[config.mk]
export PLATFORM = sky130hd
export DESIGN_NAME = cra_accum_datapath
export DESIGN_NICKNAME = d
export VERILOG_FILES = /design/src/rtl/cra_pkg.sv /design/src/rtl/HexDriver.sv /design/src/rtl/cra_accum_datapath_slice_adder.sv /design/src/rtl/cra_accum_datapath.sv
export SDC_FILE = /design/constraint.sdc
export NUM_CORES = 1
export LEC_CHECK = 0
export BUFFER_PORTS_ARGS = -buffer_cell sky130_fd_sc_hd__buf_2
export CAP_MARGIN = 10
export CORE_MARGIN = 1
export CORE_UTILIZATION = 52
export CTS_CLUSTER_DIAMETER = 60
export DETAILED_ROUTE_END_ITERATION = 10
export PLACE_DENSITY_LB_ADDON = 0.15
export SYNTH_ARGS = -nofsm -noshare
export SYNTH_HDL_FRONTEND = slang
export SYNTH_SLANG_ARGS = --single-unit
[constraint.sdc]
create_clock -name Clk -period 4.2 [get_ports Clk]
set_input_delay 0.63 -clock Clk [delete_from_list [all_inputs] [get_ports Clk]]
set_output_delay 0.63 -clock Clk [all_outputs]
set_load 0.005 [all_outputs]
[src/rtl/cra_pkg.sv]
`default_nettype none
// ============================================================================
// Module      : cra_pkg
// Description : Shared types and helpers for the chunked ripple accumulator.
// Revision    : 1.0 - initial release
// ============================================================================
package cra_pkg;

    typedef enum logic [1:0] {
        IDLE    = 2'd0,
        COMPUTE = 2'd1,
        DONE    = 2'd2
    } state_t;

    // Counter width for a slice index; never narrower than one bit.
    function automatic int slice_cnt_width(input int slices);
        return (slices <= 2) ? 1 : $clog2(slices);
    endfunction

endpackage
`default_nettype wire

[src/rtl/HexDriver.sv]
`default_nettype none
// ============================================================================
// Module      : HexDriver
// Description : Nibble to active-low 7-segment decoder (bit 6 = segment g).
// Revision    : 1.0 - initial release
// ============================================================================
module HexDriver (
    input  logic [3:0] In0,
    output logic [6:0] Out0
);

    always_comb begin
        Out0 = 7'h7F;
        case (In0)
            4'h0: Out0 = 7'h40;
            4'h1: Out0 = 7'h79;
            4'h2: Out0 = 7'h24;
            4'h3: Out0 = 7'h30;
            4'h4: Out0 = 7'h19;
            4'h5: Out0 = 7'h12;
            4'h6: Out0 = 7'h02;
            4'h7: Out0 = 7'h78;
            4'h8: Out0 = 7'h00;
            4'h9: Out0 = 7'h10;
            4'hA: Out0 = 7'h08;
            4'hB: Out0 = 7'h03;
            4'hC: Out0 = 7'h46;
            4'hD: Out0 = 7'h21;
            4'hE: Out0 = 7'h06;
            4'hF: Out0 = 7'h0E;
            default: Out0 = 7'h7F;
        endcase
    end

endmodule
`default_nettype wire

[src/rtl/cra_accum_datapath_slice_adder.sv]
`default_nettype none
// ============================================================================
// Module      : slice_adder
// Description : Combinational CHUNK-bit ripple-carry adder (a + b + cin).
// Revision    : 1.0 - initial release
// ============================================================================
module slice_adder #(
    parameter int CHUNK = 4
) (
    input  logic [CHUNK-1:0] i_a,
    input  logic [CHUNK-1:0] i_b,
    input  logic             i_cin,
    output logic [CHUNK-1:0] o_sum,
    output logic             o_cout
);

    logic [CHUNK:0] w_c;

    assign w_c[0] = i_cin;

    for (genvar i = 0; i < CHUNK; i++) begin : g_fa
        assign o_sum[i]  = i_a[i] ^ i_b[i] ^ w_c[i];
        assign w_c[i+1]  = (i_a[i] & i_b[i]) | (w_c[i] & (i_a[i] ^ i_b[i]));
    end

    assign o_cout = w_c[CHUNK];

endmodule
`default_nettype wire

[src/rtl/cra_accum_datapath.sv]
`default_nettype none
// ============================================================================
// Module      : cra_accum_datapath
// Description : Accumulator B +/- SW, computed one CHUNK-bit slice per cycle,
//               with hex display decoding of SW and B.
// Revision    : 1.0 - initial release
// ============================================================================
module cra_accum_datapath
    import cra_pkg::*;
#(
    parameter int WIDTH = 16,
    parameter int CHUNK = 4
) (
    input  logic                    Clk,
    input  logic                    Reset,
    input  logic                    Load_B,
    input  logic                    Run,
    input  logic                    Sub,
    input  logic [WIDTH-1:0]        SW,
    output logic                    Busy,
    output logic                    Done,
    output logic                    C_out,
    output logic                    V_out,
    output logic [WIDTH-1:0]        reg_out,
    output logic [WIDTH/4-1:0][6:0] Ahex,
    output logic [WIDTH/4-1:0][6:0] Bhex
);

    localparam int             SLICES     = WIDTH / CHUNK;
    localparam int             CW         = slice_cnt_width(SLICES);
    localparam logic [CW-1:0]  LAST_SLICE = CW'(SLICES - 1);

    localparam logic [1:0] S_IDLE    = IDLE;
    localparam logic [1:0] S_COMPUTE = COMPUTE;
    localparam logic [1:0] S_DONE    = DONE;

    logic [1:0]       r_state;
    logic [CW-1:0]    r_slice;
    logic             r_carry;
    logic             r_sub_q;
    logic [WIDTH-1:0] r_a_q;
    logic [WIDTH-1:0] r_shadow;
    logic [WIDTH-1:0] r_b;
    logic             r_c;
    logic             r_v;

    logic [CHUNK-1:0] w_b_slice;
    logic [CHUNK-1:0] w_a_slice;
    logic [CHUNK-1:0] w_sum;
    logic             w_cin;
    logic             w_cout;
    logic [WIDTH-1:0] w_result;
    logic             w_v;

    assign w_b_slice = r_b[r_slice*CHUNK +: CHUNK];
    assign w_a_slice = r_a_q[r_slice*CHUNK +: CHUNK];
    // Slice 0 takes the subtract flag directly as the two's-complement +1.
    assign w_cin     = (r_slice == '0) ? r_sub_q : r_carry;

    slice_adder #(
        .CHUNK (CHUNK)
    ) u_slice_adder (
        .i_a    (w_b_slice),
        .i_b    (w_a_slice),
        .i_cin  (w_cin),
        .o_sum  (w_sum),
        .o_cout (w_cout)
    );

    always_comb begin
        w_result = r_shadow;
        w_result[r_slice*CHUNK +: CHUNK] = w_sum;
    end

    assign w_v = (r_b[WIDTH-1] == r_a_q[WIDTH-1]) && (w_result[WIDTH-1] != r_b[WIDTH-1]);

    always_ff @(posedge Clk) begin
        if (Reset) begin
            r_state  <= S_IDLE;
            r_slice  <= '0;
            r_carry  <= 1'b0;
            r_sub_q  <= 1'b0;
            r_a_q    <= '0;
            r_shadow <= '0;
            r_b      <= '0;
            r_c      <= 1'b0;
            r_v      <= 1'b0;
        end else begin
            case (r_state)
                S_IDLE: begin
                    if (Load_B) begin
                        r_b <= SW;
                        r_c <= 1'b0;
                        r_v <= 1'b0;
                    end else if (Run) begin
                        r_a_q    <= Sub ? ~SW : SW;
                        r_sub_q  <= Sub;
                        r_carry  <= Sub;
                        r_slice  <= '0;
                        r_shadow <= '0;
                        r_state  <= S_COMPUTE;
                    end
                end
                S_COMPUTE: begin
                    r_shadow <= w_result;
                    r_carry  <= w_cout;
                    if (r_slice == LAST_SLICE) begin
                        r_b     <= w_result;
                        r_c     <= w_cout;
                        r_v     <= w_v;
                        r_slice <= '0;
                        r_state <= S_DONE;
                    end else begin
                        r_slice <= r_slice + 1'b1;
                    end
                end
                S_DONE: begin
                    // Wait for release so a held button yields one accumulate.
                    if (!Run) begin
                        r_state <= S_IDLE;
                    end
                end
                default: r_state <= S_IDLE;
            endcase
        end
    end

    assign Busy    = (r_state == S_COMPUTE);
    assign Done    = (r_state == S_DONE);
    assign C_out   = r_c;
    assign V_out   = r_v;
    assign reg_out = r_b;

    for (genvar i = 0; i < WIDTH/4; i++) begin : g_hex
        HexDriver u_hex_a (
            .In0  (SW[4*i +: 4]),
            .Out0 (Ahex[i])
        );
        HexDriver u_hex_b (
            .In0  (r_b[4*i +: 4]),
            .Out0 (Bhex[i])
        );
    end

endmodule
`default_nettype wire
# ---- Yosys cells after proc, flatten, opt, wreduce, memory -nomap -nowiden
# Memories as Yosys holds them, arrays and structs flattened. A register that Yosys moved wholly into a read port is not among the register bits.
# Cells that the tools add are included.
dict set report totals {
  in_bits 21
  rom_bits 896
  wordCells 97
  out_inout_bits 76
  reg_bits 56
  mem_count 8
}
dict set report classes {
  add_sub_neg 2
  reduce_logical 8
  n_eq_ne 10
  bitwise 22
  shifts 4
  muxes 34
}
# name depth word_bits rd rd_clocked_by_memory_dff write_ports line_no
set memory_table {}
lappend memory_table {{(name not given)} 16 7 1 0 0 HexDriver.sv:14} ;# case (In0)
lappend memory_table {{(name not given)} 16 7 1 1 0 HexDriver.sv:14}
lappend memory_table {{(name not given)} 16 7 1 0 0 HexDriver.sv:14}
lappend memory_table {{(name not given)} 16 7 1 1 0 HexDriver.sv:14}
lappend memory_table {{(name not given)} 16 7 1 0 0 HexDriver.sv:14}
lappend memory_table {{(name not given)} 16 7 1 1 0 HexDriver.sv:14}
lappend memory_table {{+2 memories} n/a n/a n/a n/a n/a n/a}
# op n
set ops {}
lappend ops {{2-to-1 mux 16 bit} 5}
lappend ops {{case mux 16 bit (2 select lines)} 2}
lappend ops {{negator 4 -> 34 bit} 1}
lappend ops {{variable shift 4 x 34 -> 16 bit (first input constant)} 1}
lappend ops {{indexed part select 4 x 34 -> 16 bit} 1}
lappend ops {{2-to-1 mux 4 bit} 8}
lappend ops {{indexed part select 16 x 5 -> 4 bit} 2}
lappend ops {{bitwise mux 16 bit} 1}
lappend ops {{inverter 16 bit} 1}
lappend ops {{2-to-1 mux 2 bit} 7}
lappend ops {{AND reduction 3 bit} 3}
lappend ops {{AND 1 bit} 8}
lappend ops {{inequality test 2 bit (second input constant)} 4}
lappend ops {{bitwise XOR 1 bit} 8}
lappend ops {{2-to-1 mux 1 bit} 6}
lappend ops {{case mux 1 bit (2 select lines)} 3}
lappend ops {{case mux 2 bit (3 select lines)} 1}
lappend ops {{== test 2 bit (second input constant)} 2}
lappend ops {{zero test 2 bit} 2}
lappend ops {{bitwise OR 1 bit} 4}
lappend ops {{case mux 2 bit (2 select lines)} 1}
lappend ops {{AND reduction 4 bit} 1}
lappend ops {{adder 2 x 1 -> 2 bit (second input constant)} 1}
lappend ops {{== test 2 x 1 -> 1 bit (second input constant)} 1}
lappend ops {{other kinds (6)} 6}

# ---- Logic depth before layout (Yosys ltp)
# Gate-level depths: netlist (run 1).
dict set report logic_depth {
  depth_word 15
  ltp_mapped 18
  ltp_nobuf 15
}

# ---- Hierarchy
# Synthesis (run 1) repeated with hierarchy kept, for this count alone.
dict set report hier_totals {
  cells_unflattened 589
  hier_area_um2 5200.0
}
# mod area_per_inst_um2 cells_each seq_area_each_um2 n_inst
set by_module_without_submodules {}
lappend by_module_without_submodules {cra_accum_datapath 2880.3 319 1121.1 1}
lappend by_module_without_submodules {HexDriver 275.3 32 0.0 8}
lappend by_module_without_submodules {slice_adder 117.6 14 0.0 1}

# ---- Worst setup path after synthesis (run 1)
# No wires, ideal clock.
dict set report synth_timing {
  path_type {reg-to-reg}
  startpoint {reg r_slice[0]}
  endpoint {reg g_hex[3].u_hex_b.Out0[3] (netlist name)}
  t_required_ps 4066
  setup_time_ps 134
  path_buffers 3
  slack_ps -321
  period_less_slack_ps 4521
  t_arrival_ps 4387
  stages_incl_launch_ff 17
  cell_sequence {dfxtp_1 -> buf_2 -> buf_1 -> inv_1 -> ha_1 -> buf_2 -> mux2i_1 -> fa_1 -> inv_1 -> fa_1 -> inv_1 -> fa_1 -> inv_1 -> fa_1 -> a31o_2 -> a211oi_4 -> mux4_2}
}
dict set report synth_between {
  elab_chain_cells 15
  word_cells_on_any_way 32
  cone_classes {1 x add/sub; 2 x eq/ne; 4 x shift; 6 x mux; 17 x bitwise; 2 x reduce/logical}
}
# element line_no
set synth_lines {}
lappend synth_lines {{start, declared} cra_accum_datapath.sv:38} ;# logic [CW-1:0] r_slice;
lappend synth_lines {{start signal, assigned} cra_accum_datapath.sv:114} ;# r_slice <= r_slice + 1'b1;
lappend synth_lines {{indexed part select 16 x 5 -> 4 bit, or another cell as far along} cra_accum_datapath.sv:55} ;# assign w_b_slice = r_b[r_slice*CHUNK +: CHUNK];
lappend synth_lines {{bitwise XOR 1 bit or 2-to-1 mux 1 bit (tied branches)} {cra_accum_datapath_slice_adder.sv:22, cra_accum_datapath_slice_adder.sv:23, cra_accum_datapath.sv:58}}
lappend synth_lines {{AND 1 bit} cra_accum_datapath_slice_adder.sv:23} ;# assign w_c[i+1] = (i_a[i] & i_b[i]) | (w_c[i] & (i_a[i] ^ i_b[i]));
lappend synth_lines {{bitwise OR 1 bit} cra_accum_datapath_slice_adder.sv:23}
lappend synth_lines {{AND 1 bit} cra_accum_datapath_slice_adder.sv:23}
lappend synth_lines {{bitwise OR 1 bit} cra_accum_datapath_slice_adder.sv:23}
lappend synth_lines {{AND 1 bit} cra_accum_datapath_slice_adder.sv:23}
lappend synth_lines {{bitwise OR 1 bit} cra_accum_datapath_slice_adder.sv:23}
lappend synth_lines {{bitwise XOR 1 bit} cra_accum_datapath_slice_adder.sv:22} ;# assign o_sum[i] = i_a[i] ^ i_b[i] ^ w_c[i];
lappend synth_lines {{indexed part select 4 x 34 -> 16 bit} cra_accum_datapath.sv:72} ;# w_result[r_slice*CHUNK +: CHUNK] = w_sum;
lappend synth_lines {{bitwise mux 16 bit} cra_accum_datapath.sv:72}
lappend synth_lines {{2-to-1 mux 16 bit} cra_accum_datapath.sv:107} ;# if (r_slice == LAST_SLICE) begin
lappend synth_lines {{case mux 16 bit (2 select lines)} cra_accum_datapath.sv:89} ;# case (r_state)
lappend synth_lines {{2-to-1 mux 4 bit (no line) (*) (2 in a row)} n/a}
# Mark *: on every way between the ends. The rest lies on a longest branch, timed or not. The select of a mux whose other input is x is not followed.
# A chain may end at the register's enable or synchronous reset.

# ---- Final worst setup path (run 1)
dict set report layout_timing {
  startpoint {reg r_slice[1]}
  endpoint {reg g_hex[3].u_hex_b.Out0[0] (netlist name)}
}
dict set report layout_between {
  elab_chain_cells 15
  word_cells_on_any_way 32
  cone_classes {1 x add/sub; 2 x eq/ne; 4 x shift; 6 x mux; 17 x bitwise; 2 x reduce/logical}
}
# element line_no
set layout_lines {}
lappend layout_lines {{indexed part select 16 x 5 -> 4 bit, or another cell as far along} cra_accum_datapath.sv:55}
lappend layout_lines {{bitwise XOR 1 bit or 2-to-1 mux 1 bit (tied branches)} {cra_accum_datapath_slice_adder.sv:22, cra_accum_datapath_slice_adder.sv:23, cra_accum_datapath.sv:58}}
lappend layout_lines {{AND 1 bit} cra_accum_datapath_slice_adder.sv:23}
lappend layout_lines {{bitwise OR 1 bit} cra_accum_datapath_slice_adder.sv:23}
lappend layout_lines {{AND 1 bit} cra_accum_datapath_slice_adder.sv:23}
lappend layout_lines {{bitwise OR 1 bit} cra_accum_datapath_slice_adder.sv:23}
lappend layout_lines {{AND 1 bit} cra_accum_datapath_slice_adder.sv:23}
lappend layout_lines {{bitwise OR 1 bit} cra_accum_datapath_slice_adder.sv:23}
lappend layout_lines {{bitwise XOR 1 bit} cra_accum_datapath_slice_adder.sv:22}
lappend layout_lines {{indexed part select 4 x 34 -> 16 bit} cra_accum_datapath.sv:72}
lappend layout_lines {{bitwise mux 16 bit} cra_accum_datapath.sv:72}
lappend layout_lines {{2-to-1 mux 16 bit} cra_accum_datapath.sv:107}
lappend layout_lines {{case mux 16 bit (2 select lines)} cra_accum_datapath.sv:89}
lappend layout_lines {{2-to-1 mux 4 bit (no line) (*) (2 in a row)} n/a}
# Marks and branches as above.

==> results of run 1 <==
-- cell usage in the layout (no fill, tap or decap), types with 7 or more instances in the layout --
master     n
a221oi_1   7
nor2_1    44
o21ai_0   30
mux2i_1   30
a21oi_1   48
nand2b_1  10
mux4_2    12
a211oi_1  16
buf_4     21
nor2b_1   12
inv_1     49
clkbuf_8   9
nand3_1   13
o22ai_1   12
nand2_1   45
or3b_1     7
xnor2_1   18
ha_1      53
buf_2     96
dfxtp_1   84
-- where the power goes --
part / total, mW / switching (mW) / internal, mW
clock: 0.652 / 0.313 / 0.339
sequential: 0.901 / 0.0395 / 0.861
combinational: 0.546 / 0.303 / 0.244
-- worst min-delay path, stage by stage, from the launching register on --
cell and delay [ns]:
dfxtp_1 0.31, nand2_1 0.05, a21oi_1 0.05
-- cell families (layout without fill, tap and decap cells) --
logic type	count (synthesis)	in the layout	share of synthesized area [%]
AO/OA/AOI/OAI	163	163	19.9
XOR/XNOR	20	20	3.04
adder cells (fa/ha/maj)	57	57	12.9
buffers and inverters	101	187	7.48
flip-flops	84	84	29.1
multiplexers	46	46	10.7
AND/OR/NAND/NOR	177	177	16.8
-- stage by stage --
stage	std cells	setup WS, ns	hold WS (ns)
floorplan	648	0.000806	0.427
global placement	858	0.557	0.435
detailed placement	858	0.448	0.446
CTS	874	0.429	0.458
global route	874	0.216	0.485
finish	874	0.394	0.456
-- routing by layer --
layer	share of wire (%)	up-vias	track usage, %	routed length (um)
met3	6.3	19	4.84	933
met4	1.5	0	7.24	220
li1	-	2480	-	-
met2	47	183	43.3	6960
met5	0	-	0	0
met1	45	2381	35.7	6650
-- registers in the layout, indices dropped and copies added (netlist names) --
signal and count:
V_out 1, C_out 1, r_carry 1, r_sub_q 1
r_slice 2, reg_out 16, r_a_q 16, r_shadow 16
r_state 2, g_hex.u_hex_b.Out0 28
-- layout make-up --
class / instances / share of cell area, %
multi-input combinational: 463 / 55.6
tap: 140 / 2.66
timing repair buffer: 117 / 9.69
inverter: 54 / 3.08
clock buffer: 9 / 1.88
sequential: 84 / 25.5
clock inverter: 7 / 1.50
-- path summary, 6_finish.rpt --
| check | from | to | slack, ns | depth (start not counted) |
|---|---|---|---|---|
| worst max-delay path | r_slice[1] | g_hex[3].u_hex_b.Out0[0] | 0.39 | 15 |
| worst min-delay path | V_out | V_out | 0.46 | 2 |
| worst max register to register | r_slice[1] | g_hex[3].u_hex_b.Out0[0] | 0.39 | 15 |
| worst min register to register | V_out | V_out | 0.46 | 2 |
==> run_results.csv, run 1 <==
group,metric,value,unit
cells_and_area,fillers,994,
cts,cts.clk_slew.worst_paths,0.09,ns
die,dieArea,11500,um2
sta,rsz0062_at_grt,"no",
cells_and_area,nets,807,
critical_path,crit_arrival,4.07,ns
synthesis,synth_warnings,0,
die,coreArea,10800,um2
synthesis,yosysTopAreaCellShare,29.1,%
critical_path,path_cells,"inv_1 > ha_1 > mux2i_1 > fa_1 > inv_1 > fa_1 > inv_1 > fa_1 > inv_1 > fa_1 > a31o_2 > a211oi_4 > inv_2 > xnor2_1 > a211o_1",
route,via_count,5063,
place,post_dp_cell_area,6360,um2
route,ant_nets,0,
min_path,min_path_type,"reg -> reg",
grt,antenna_found_initial,0,
synthesis,synth_area,5770,um2
cells_and_area,multi_input_area,3660,um2
sta,drv_slew,0,
route,drt-pass1-iter-count,6,
critical_path,max_stage_delay,0.51,ns
synthesis,synthCells,648,
grt,grt_pass1_vias,4604,
cells_and_area,finish.instance_area,6580,um2
synthesis,ys_seq_area_share,29.1,%
die,io_pins,97,
cells_and_area,finalCoreUtilization,60.7,%
synthesis,synth_ff_type,"dfxtp_1",
synthesis,syn_area_per_cell,8.90,um2
synthesis,synth_edf_count,0,
power_and_ir_drop,power_density,319,nW/um2
cts,clk_latency,0.37,ns
place,dp_hpwl,11000,um
place,place_congestion,0.962,
cts,cts_tree,"yes",
cts,ctsHoldBuffers,0,
cells_and_area,n_antenna_cell,0,
critical_path,required,4.46,ns
cts,cts_buffers,9,
cts,clkSinkCount,84,
critical_path,timing.critical_path.buf_inv,5,
cts,post-cts-setup-buffers,0,
power_and_ir_drop,total_leakage_power,2.88,nW
cts,cts_buffer_depth,2,
sta,fmax,0.263,GHz
critical_path,worst_path_dominant_cell_family,"adder cells",
critical_path,critPathSlowestCell,"dfxtp_1",
sta,post-route-min-period,3.81,ns
route,wl_per_cell,16.9,um
route,via_per_inst,5.79,
sta,fin_skew,0.0116,ns
critical_path,endpoint_kind,"flip-flop",
grt,grt_first_pass_wirelength,23700,um
synthesis,synthArstFlopShare,0,%
critical_path,worst-path-max-fanout,6,
cts,cts_max_level,3,
die,initial_core_util,53.2,%
sta,fin_crit_sh,90.6,%
power_and_ir_drop,vdd_drop_max,0.196,mV
route,drt_iter0_markers,359,
cells_and_area,syn2layout_area_growth,14.1,%
synthesis,synth.ff_latch_count,84,
synthesis,synth_common_cells,"dfxtp_1, ha_1, inv_1",
die,rows,38,
grt,grt_use_total,26.5,%
critical_path,startpoint_type,"flip-flop",
cts,postCtsResizedCells,0,
cells_and_area,drive_gt1_share,24.3,%
cts,cts-root-buf,"clkbuf_8",
synthesis,syn_nets,726,
synthesis,synthTopCellsByArea,"dfxtp_1, ha_1, mux2i_1",
die,fp.dieH,107,um
place,port_buffers,96,
synthesis,yosysTopAreaCell,"dfxtp_1",
route,routed_wirelength,14800,um
critical_path,path_class,"reg -> reg",
route,drc,0,
grt,globalRouteOverflowTotal,0,
sta,timing.setup.tns,0,ns
cells_and_area,final-seq-area,1680,um2
grt,grt_max_degree,47,
power_and_ir_drop,p_total,2.10,mW
sta,setup_viol,0,
sta,tightest_slew,0.914,ns
synthesis,synth_cell_type_count,72,
sta,hold_viol_final,0,
run_status,status,"completed",
sta,slew-limit-headroom,39.0,%
run,cap_violations,0,
die,die_x,107,um
synthesis,yosysMostFrequentCell,"dfxtp_1",
Note: power is estimated with default switching activity, not from simulation.
==> run 2, diff against run 1 <==
--- a/config.mk
+++ b/config.mk
@@ -7,10 +7,11 @@
 export LEC_CHECK = 0
 export BUFFER_PORTS_ARGS = -buffer_cell sky130_fd_sc_hd__buf_2
 export CAP_MARGIN = 10
-export CORE_MARGIN = 1
+export CORE_MARGIN = 1.5
 export CORE_UTILIZATION = 52
 export CTS_CLUSTER_DIAMETER = 60
 export DETAILED_ROUTE_END_ITERATION = 10
+export GPL_ROUTABILITY_DRIVEN = 1
 export PLACE_DENSITY_LB_ADDON = 0.15
 export SYNTH_ARGS = -nofsm -noshare
 export SYNTH_HDL_FRONTEND = slang
==> run 2 against run 1 <==
Clock skew is 0.00058 ns higher. Critical path type unchanged. Final area shrank 0.34%. Clock power fell by 8.4%. Utilization fell by 0.21 points. Highest routed layer unchanged. Wire length grew 1.2%. Non-clock buffer count unchanged. Worst hold slack improved by 0.0045 ns. Register-to-register slack got worse by 0.05 ns. Final cell count did not move. Via count down 0.20%. Fmax down 1.2%. Sequential share of layout area is 0.088 points higher.
==> run_results.csv, run 2 (synthesis results as in run 1) <==
group,metric,value,unit
min_path,worstHoldStart,"V_out",
critical_path,reg2reg_from,"r_slice[0]",
power_and_ir_drop,seqPwrFrac,44.0,%
min_path,min_path_type,"reg -> reg",
die,dieArea,11700,um2
grt,globalRouteOverflowTotal,0,
route,wl_per_cell,17.1,um
grt,grt_first_pass_wirelength,23900,um
run,cap_violations,0,
critical_path,required,4.44,ns
cts,cts_max_level,3,
route,drc,0,
sta,fin_skew,0.0122,ns
grt,met3_usage,4.64,%
grt,met1_usage,36.1,%
grt,met2_usage,42.4,%
die,initial_core_util,53.2,%
sta,post-route-min-period,3.85,ns
sta,hold_viol_final,0,
grt,grt_use_total,26.3,%
route,drt_iter0_markers,365,
cells_and_area,syn2layout_area_growth,13.7,%
sta,fin_ws,0.347,ns
sta,timing.setup.tns,0,ns
place,port_buffers,96,
critical_path,endpoint_kind,"flip-flop",
die,die_x,108,um
critical_path,crit_arrival,4.09,ns
die,rows,38,
grt,grt_max_degree,43,
cells_and_area,nets,807,
sta,drv_slew,0,
cts,postCtsResizedCells,0,
power_and_ir_drop,total_leakage_power,2.86,nW
sta,fin_crit_sh,91.7,%
power_and_ir_drop,power_density,312,nW/um2
grt,grt_pass1_vias,4613,
cts,post-cts-setup-buffers,0,
cts,cts_buffer_depth,2,
cells_and_area,final_cell_mix,"buf_2, dfxtp_1, ha_1",
die,coreArea,10800,um2
power_and_ir_drop,clkPwrFrac,29.2,%
route,ant_nets,0,
critical_path,critPathLaunch,"r_slice[0]",
cells_and_area,n_antenna_cell,0,
route,routed_wirelength,14900,um
critical_path,worst-path-max-fanout,12,
cells_and_area,final_common_cell,"buf_2",
power_and_ir_drop,pwr-share-comb,26.8,%
cts,ctsHoldBuffers,0,
sta,tightest_slew,0.850,ns
route,via_count,5053,
critical_path,startpoint_type,"flip-flop",
cts,cts-root-buf,"clkbuf_8",
place,place_ws,0.396,ns
cts,clkSinkCount,84,
place,dp_hpwl,11100,um
sta,setup_viol,0,
grt,grt-busiest-layer,"met2",
sta,rsz0062_at_grt,"no",
route,via_per_inst,5.78,
sta,fmax,0.260,GHz
cells_and_area,fillers,961,
die,io_pins,97,
run_status,status,"completed",
critical_path,path_class,"reg -> reg",
cells_and_area,drive_gt1_share,24.3,%
power_and_ir_drop,switchingPower,0.662,mW
sta,slew-limit-headroom,43.3,%
power_and_ir_drop,vdd_drop_max,0.179,mV
cts,cts.clk_slew.worst_paths,0.09,ns
power_and_ir_drop,netSwitchingFraction,32.4,%
grt,antenna_found_initial,0,
cts,clk_latency,0.37,ns
cells_and_area,largest_reg_flops,28,
place,place_congestion,0.968,
power_and_ir_drop,internal_power,1.38,mW
die,fp.dieH,108,um
cts,cts_tree,"yes",
cts,cts_buffers,9,
route,drt-pass1-iter-count,5,
[run 2: cell types whose count changed in the layout (fill, tap and decap cells not counted), sizes merged]
| cell | delta |
|---|---|
| clkinv | +1 |
| inv | -1 |
| clkinvlp | +1 |
| bufinv | -1 |
[run 2: final timing paths]
kind                            cells after the start  slack (ns)                       end
worst max-delay path                               11        0.35  g_hex[1].u_hex_b.Out0[3]
worst max register to register                     11        0.35  g_hex[1].u_hex_b.Out0[3]
worst min register to register                      2        0.46                     V_out
worst min-delay path                                2        0.46                     V_out
[run 2: per-stage QoR]
step / cells / utilization [%] / area (um2) / hold WS [ns] / total power [mW]
floorplan: 648 / - / 5770 / 0.427 / 1.27
global placement: 858 / 58.7 / 6360 / 0.436 / 1.45
detailed placement: 858 / 58.7 / 6360 / 0.448 / 1.46
CTS: 874 / 60.5 / 6560 / 0.462 / 2.05
global route: 874 / 60.5 / 6560 / 0.486 / 2.17
finish: 874 / 60.5 / 6560 / 0.460 / 2.04
[run 2: cell type report]
type                    count  area (um2)  share of cell area [%]
clock buffers               9         124                    1.89
clock inverters             7        76.3                    1.16
inverters                  54         203                    3.09
multi-input cells         463        3660                    55.8
flip-flops and latches     84        1680                    25.6
well taps                 140         175                    2.67
repair buffers            117         638                    9.73
[run 2: routing by layer]
layer  routed length, um  part of all wire, %
met1                6690                   45
met2                6890                   46
met3                1060                  7.1
met4                 299                  2.0
met5                   0                    0
[run 2: power by group through the flow]
stage	clock (mW)	combinational, mW	sequential [mW]
2_1_floorplan	0	0.364	0.910
3_3_place_gp	0	0.529	0.920
3_5_place_dp	0	0.544	0.920
4_1_cts	0.603	0.546	0.901
5_1_grt	0.649	0.609	0.908
6_report	0.597	0.547	0.901
[run 2: critical path: stages, from the launching register on]
cell and delay [ns]:
dfxtp_1 0.50, buf_4 0.26, mux4_2 0.55, fa_1 0.67, nand4b_1 0.15, a21oi_1 0.21, o21ai_0 0.14, a311oi_1 0.28
buf_4 0.19, inv_1 0.07, ha_1 0.24, mux4_2 0.46
